==> src/rtl/serial_adder_ctrl_if.sv <==
// Start/done handshake bundle between a requester and the bit-serial adder sequencer.
// The requester drives the operands and start; the sequencer returns status and the held result.
interface serial_adder_ctrl_if #(
  parameter int WIDTH = 8
);
  logic             start;
  logic [WIDTH-1:0] a_in;
  logic [WIDTH-1:0] b_in;
  logic             ci_in;
  logic             busy;
  logic             done;
  logic [WIDTH-1:0] sum;
  logic             co;

  modport master (
    output start, a_in, b_in, ci_in,
    input  busy, done, sum, co
  );

  modport slave (
    input  start, a_in, b_in, ci_in,
    output busy, done, sum, co
  );
endinterface

==> src/rtl/serial_adder_ctrl.sv <==
// Bit-serial sequencer that builds a WIDTH-bit adder around an external 1-bit full adder cell.
// It feeds operand bits LSB first, registers the returned carry and assembles the sum.
module serial_adder_ctrl #(
  parameter int WIDTH = 8,
  parameter int CNT_W = 4
) (
  input  logic                 clk,
  input  logic                 rst_n,
  serial_adder_ctrl_if.slave   bus,
  output logic                 fa_a,
  output logic                 fa_b,
  output logic                 fa_ci,
  input  logic                 fa_s,
  input  logic                 fa_co
);
  localparam logic [1:0] ST_IDLE = 2'd0;
  localparam logic [1:0] ST_RUN  = 2'd1;
  localparam logic [1:0] ST_DONE = 2'd2;

  logic [1:0]       state_r;
  logic [1:0]       state_nxt_s;
  logic [WIDTH-1:0] a_sh_r;
  logic [WIDTH-1:0] b_sh_r;
  logic [WIDTH-1:0] sum_sh_r;
  logic [WIDTH-1:0] sum_r;
  logic             carry_r;
  logic             co_r;
  logic [CNT_W-1:0] count_r;
  logic             busy_r;
  logic             done_r;
  logic             last_bit_s;

  assign last_bit_s = (count_r == CNT_W'(WIDTH - 1));

  // Next-state decode for the IDLE -> RUN -> DONE sequence.
  always_comb begin
    state_nxt_s = state_r;
    case (state_r)
      ST_IDLE: begin
        if (bus.start) begin
          state_nxt_s = ST_RUN;
        end else begin
          state_nxt_s = ST_IDLE;
        end
      end
      ST_RUN: begin
        if (last_bit_s) begin
          state_nxt_s = ST_DONE;
        end else begin
          state_nxt_s = ST_RUN;
        end
      end
      ST_DONE: state_nxt_s = ST_IDLE;
      default: state_nxt_s = ST_IDLE;
    endcase
  end

  // Datapath, state and registered status flags.
  always_ff @(posedge clk or negedge rst_n) begin
    if (!rst_n) begin
      state_r  <= ST_IDLE;
      a_sh_r   <= {WIDTH{1'b0}};
      b_sh_r   <= {WIDTH{1'b0}};
      sum_sh_r <= {WIDTH{1'b0}};
      sum_r    <= {WIDTH{1'b0}};
      carry_r  <= 1'b0;
      co_r     <= 1'b0;
      count_r  <= {CNT_W{1'b0}};
      busy_r   <= 1'b0;
      done_r   <= 1'b0;
    end else begin
      state_r <= state_nxt_s;
      busy_r  <= (state_nxt_s == ST_RUN);
      done_r  <= (state_nxt_s == ST_DONE);
      case (state_r)
        ST_IDLE: begin
          if (bus.start) begin
            a_sh_r  <= bus.a_in;
            b_sh_r  <= bus.b_in;
            carry_r <= bus.ci_in;
            count_r <= {CNT_W{1'b0}};
          end
        end
        ST_RUN: begin
          sum_sh_r <= {fa_s, sum_sh_r[WIDTH-1:1]};
          a_sh_r   <= {1'b0, a_sh_r[WIDTH-1:1]};
          b_sh_r   <= {1'b0, b_sh_r[WIDTH-1:1]};
          if (last_bit_s) begin
            sum_r   <= {fa_s, sum_sh_r[WIDTH-1:1]};
            co_r    <= fa_co;
            // The operand shifters are empty by now; clearing the carry too keeps the
            // adder drive at zero outside RUN while still coming straight from flops.
            carry_r <= 1'b0;
            count_r <= {CNT_W{1'b0}};
          end else begin
            carry_r <= fa_co;
            count_r <= count_r + {{(CNT_W-1){1'b0}}, 1'b1};
          end
        end
        ST_DONE: begin
          carry_r <= 1'b0;
        end
        default: begin
          carry_r <= 1'b0;
        end
      endcase
    end
  end

  assign fa_a     = a_sh_r[0];
  assign fa_b     = b_sh_r[0];
  assign fa_ci    = carry_r;
  assign bus.busy = busy_r;
  assign bus.done = done_r;
  assign bus.sum  = sum_r;
  assign bus.co   = co_r;
endmodule

==> src/flat_wrapper.sv <==
// flat-port wrapper written by rule: the top's interface ports become plain ports
module serial_adder_ctrl_flat 
#(
  parameter int WIDTH = 8,
  parameter int CNT_W = 4
)
  (clk, rst_n, fa_a, fa_b, fa_ci, fa_s, fa_co, bus_start, bus_a_in, bus_b_in, bus_ci_in, bus_busy, bus_done, bus_sum, bus_co);
  serial_adder_ctrl_if #(.WIDTH(WIDTH)) bus_i ();
  input  logic clk;
  input  logic rst_n;
  output logic fa_a;
  output logic fa_b;
  output logic fa_ci;
  input  logic fa_s;
  input  logic fa_co;
  input wire logic [$bits(bus_i.start)-1:0] bus_start;
  input wire logic [$bits(bus_i.a_in)-1:0] bus_a_in;
  input wire logic [$bits(bus_i.b_in)-1:0] bus_b_in;
  input wire logic [$bits(bus_i.ci_in)-1:0] bus_ci_in;
  output wire logic [$bits(bus_i.busy)-1:0] bus_busy;
  output wire logic [$bits(bus_i.done)-1:0] bus_done;
  output wire logic [$bits(bus_i.sum)-1:0] bus_sum;
  output wire logic [$bits(bus_i.co)-1:0] bus_co;
  assign bus_i.start = bus_start;
  assign bus_i.a_in = bus_a_in;
  assign bus_i.b_in = bus_b_in;
  assign bus_i.ci_in = bus_ci_in;
  assign bus_busy = bus_i.busy;
  assign bus_done = bus_i.done;
  assign bus_sum = bus_i.sum;
  assign bus_co = bus_i.co;
  serial_adder_ctrl #(.WIDTH(WIDTH), .CNT_W(CNT_W)) u_core (.clk(clk), .rst_n(rst_n), .bus(bus_i), .fa_a(fa_a), .fa_b(fa_b), .fa_ci(fa_ci), .fa_s(fa_s), .fa_co(fa_co));
endmodule
==> config.mk <==
export PLATFORM = sky130hd
export DESIGN_NAME = serial_adder_ctrl_flat
export DESIGN_NICKNAME = d
export VERILOG_FILES = /design/src/rtl/serial_adder_ctrl_if.sv /design/src/rtl/serial_adder_ctrl.sv /design/src/flat_wrapper.sv
export SDC_FILE = /design/constraint.sdc
export NUM_CORES = 1
export LEC_CHECK = 0
export ABC_AREA = 0
export CAP_MARGIN = 20
export CORE_AREA = 2 2 82 84
export DETAILED_ROUTE_END_ITERATION = 7
export DIE_AREA = 0 0 84 86
export PLACE_DENSITY_LB_ADDON = 0.2
export SYNTH_ARGS = -nofsm -noshare
export SYNTH_HDL_FRONTEND = slang
export SYNTH_SLANG_ARGS = --single-unit
==> constraint.sdc <==
create_clock -name clk -period 2.4 [get_ports clk]
set_input_delay 0.48 -clock clk [delete_from_list [all_inputs] [get_ports clk]]
set_output_delay 0.48 -clock clk [all_outputs]
set_load 0.005 [all_outputs]
==> flow_summary_export.csv <==
group,metric,value,unit
global_route,grt_pass1_vias,1214,
routing,drt_iter0_drc,52,
clocking,clkSinkCount,41,
final_layout,diodes,0,
floorplan,start_util,28.5,%
sta,setup_viol,0,
sta,skew,0.00545,ns
synthesis,ys.flop_type,"dfrtp_1",
synthesis,ys_ff_latch,41,
pwr,p_leak,1.08,nW
sta,setup_tns,0,ns
run,cap_viol_max_count,0,
worst_setup_path,critPathSlowestCell,"dfrtp_1",
worst_setup_path,arrival,1.89,ns
routing,drt_wl_total,3420,µm
worst_setup_path,slowest_delay,0.48,ns
placement,dp_slack,0.544,ns
synthesis,synth_edf_count,0,
worst_setup_path,path_class,"reg -> reg",
floorplan,ios,36,
global_route,antenna_found_initial,0,
synthesis,synth_area_leaders,"dfrtp_1 57%, mux2i_1 8.4%, nand2_1 8.2%",
pwr,clkPwrFrac,15.7,%
clocking,clkSlewWorstSetupHoldPaths,0.08,ns
final_layout,num-nets-final,214,
worst_setup_path,critPathMaxFanout,10,
synthesis,yosysSeqAreaShare,57.3,%
pwr,p_sw,0.000900,W
global_route,grt-ovfl-total,0,
sta,slew_viol_final,0,
clocking,numCtsBuffers,5,
floorplan,chipHeight,86,µm
floorplan,die_area,7220,µm²
worst_setup_path,required,2.58,ns
floorplan,num_rows,29,
placement,dp_hpwl,2320,µm
clocking,clockBufferDepth,2,
pwr,finalPower,0.00275,W
sta,fmax,582,MHz
sta,max_slew_margin,63.6,%
final_layout,synthToLayoutAreaGrowth,28.5,%
clocking,cts_hold_buf,0,
status,status,"finished, final reports clean",
worst_setup_path,worstPathCellList,"nand2b_1 -> nor2_8 -> mux2_4",
clocking,ctsResizeCount,0,
synthesis,syn_nets,177,
synthesis,yosysMostFrequentCell,"dfrtp_1",
global_route,grt_pass1_wl,5870,µm
synthesis,synthTopCellsByCount,"41 x dfrtp_1, 39 x nand2_1, 19 x o21ai_1, 15 x mux2i_1, 9 x mux2_4",
routing,drc,0,
placement,io_buffers,35,
clocking,post_cts.repair.setup_buffers,0,
final_layout,fin_util,36.7,%
pwr,power.internal,0.00185,W
worst_setup_path,critical_path.top_delay_family,"simple AND/OR/NAND/NOR gates",
clocking,tritoncts,"yes",
routing,drt_first_pass_iters,4,
synthesis,ys_types,26,
routing,drtAntennaViolNets,0,
synthesis,ys_async_sr_fraction,100,%
pwr,max-vdd-ir-drop,0.530,mV
sta,fin_ws,0.682,ns
placement,gp_congestion,0.678,
global_route,grt_max_degree,29,
pwr,power.density,1190,nW/µm²
pwr,combPwrFrac,40.2,%
synthesis,syn_avg_cell_area,11.6,µm²
global_route,grtUsageTotal,10.1,%
synthesis,netlist_area,1790,µm²
synthesis,synth.yosys.warnings,0,
routing,vias_per_cell,4.48,
sta,period_needed,1.72,ns
sta,grt_setup_unrepaired,"no",
clocking,clkLatencyLatePin,0.29,ns
sta,finalCritPeriodShare,71.6,%
pwr,swShare,32.8,%
synthesis,syn_inst,154,
hold_path,hold_class,"in -> async",
synthesis,yosysTopAreaCell,"dfrtp_1",
clocking,cts_max_level,2,
pwr,seq_power_share,44.1,%
floorplan,core_area,6280,µm²
floorplan,die_w,84,µm
worst_setup_path,cp-start-kind,"flip-flop",
worst_setup_path,endpoint_kind,"flip-flop",
final_layout,fill_cells,638,
sta,hold_violations,0,
routing,vias,1206,
worst_setup_path,critical_path_buf_inv_count,0,
routing,wl_per_cell,12.7,µm
synthesis,synth_top_area_share,57.3,%
final_layout,drive_above_1_share,12.0,%
sta,worst_slew_pin_slew,0.546,ns
clocking,cts_root_buf,"clkbuf_8",
[state kept, by name, summed over array words and instances, names as in the netlist]
signal           flops
u_core.sum_sh_r      7
u_core.a_sh_r        8
u_core.bus.busy      1
u_core.state_r       2
u_core.bus.sum       8
u_core.bus.done      1
u_core.b_sh_r        8
u_core.count_r       4
u_core.bus.co        1
u_core.fa_ci         1
[area by class of cell]
class                   instances  area, µm²  area share (%)
multi-input cells             105        704            30.6
clock buffers                   6       72.6            3.15
repair buffers                 38        393            17.1
well taps                      77       96.3            4.18
clock inverters                 2       10.0           0.435
flip-flops and latches         41       1030            44.6
[metrics by stage]
stage	instance area [µm²]	std cells	hold slack (ns)
2_1_floorplan	1790	154	0.184
3_3_place_gp	2220	261	0.466
3_5_place_dp	2220	261	0.475
4_1_cts	2300	269	0.166
5_1_grt	2300	269	0.193
6_report	2300	269	0.157
[routing by layer]
layer | up-vias | part of all wire (%) | track usage (%)
li1 | 594 | - | -
met1 | 580 | 51 | 14.6
met2 | 27 | 42 | 14.3
met3 | 5 | 5.6 | 3.56
met4 | 0 | 0.91 | 3.08
met5 | - | 0 | 0
[placed cells by master (no fill, tap or decap), types with 2 or more instances in the layout]
cell | synthesis | layout
buf_12 | 0 | 2
nor2_1 | 2 | 2
o21ai_1 | 19 | 19
mux2_4 | 9 | 9
mux2i_1 | 15 | 15
a22o_1 | 2 | 2
nand2_1 | 39 | 39
nand3_1 | 2 | 2
clkdlybuf4s50_1 | 0 | 34
dfrtp_1 | 41 | 41
clkbuf_8 | 0 | 5
a21oi_1 | 2 | 2
clkinv_2 | 0 | 2
nor2b_1 | 3 | 3
nand2b_1 | 2 | 2
[worst register-to-register path, delay by kind of cell (launching register included)]
kind | cells | cell delay, ns
muxes | 1 | 0.34
and+or+nand+nor | 2 | 0.79
DFF | 1 | 0.48
[kinds of logic after synthesis]
| group | after synthesis | synth area share [%] |
|---|---|---|
| simple gates | 53 | 13.7 |
| flops | 41 | 57.3 |
| compound gates | 26 | 8.17 |
| mux | 25 | 16.6 |
| buf+inv | 8 | 3.63 |
| fa+ha+maj | 1 | 0.698 |
[power by group through the flow]
stage	combinational, W	sequential [W]	clock (W)
detailed placement	0.00113	0.00122	0
finish	0.00110	0.00121	0.000431
global route	0.00124	0.00125	0.000483
CTS	0.00113	0.00121	0.000455
global placement	0.00111	0.00123	0
floorplan	0.000756	0.00119	0
[worst paths after layout]
| path | startpoint | to | slack (ns) | depth (start not counted) |
|---|---|---|---|---|
| min in group clk | u_core.a_sh_r[1] | u_core.a_sh_r[1] | 0.49 | 2 |
| max in group asynchronous | rst_n | u_core.count_r[1] | 1.76 | 2 |
| min | rst_n | u_core.b_sh_r[3] | 0.16 | 1 |
| max | u_core.state_r[1] | u_core.bus.sum[0] | 0.68 | 3 |
| max reg2reg | u_core.state_r[1] | u_core.bus.sum[0] | 0.68 | 3 |
| min reg2reg | u_core.a_sh_r[1] | u_core.a_sh_r[1] | 0.49 | 2 |
(Power assumes the default switching activity.)
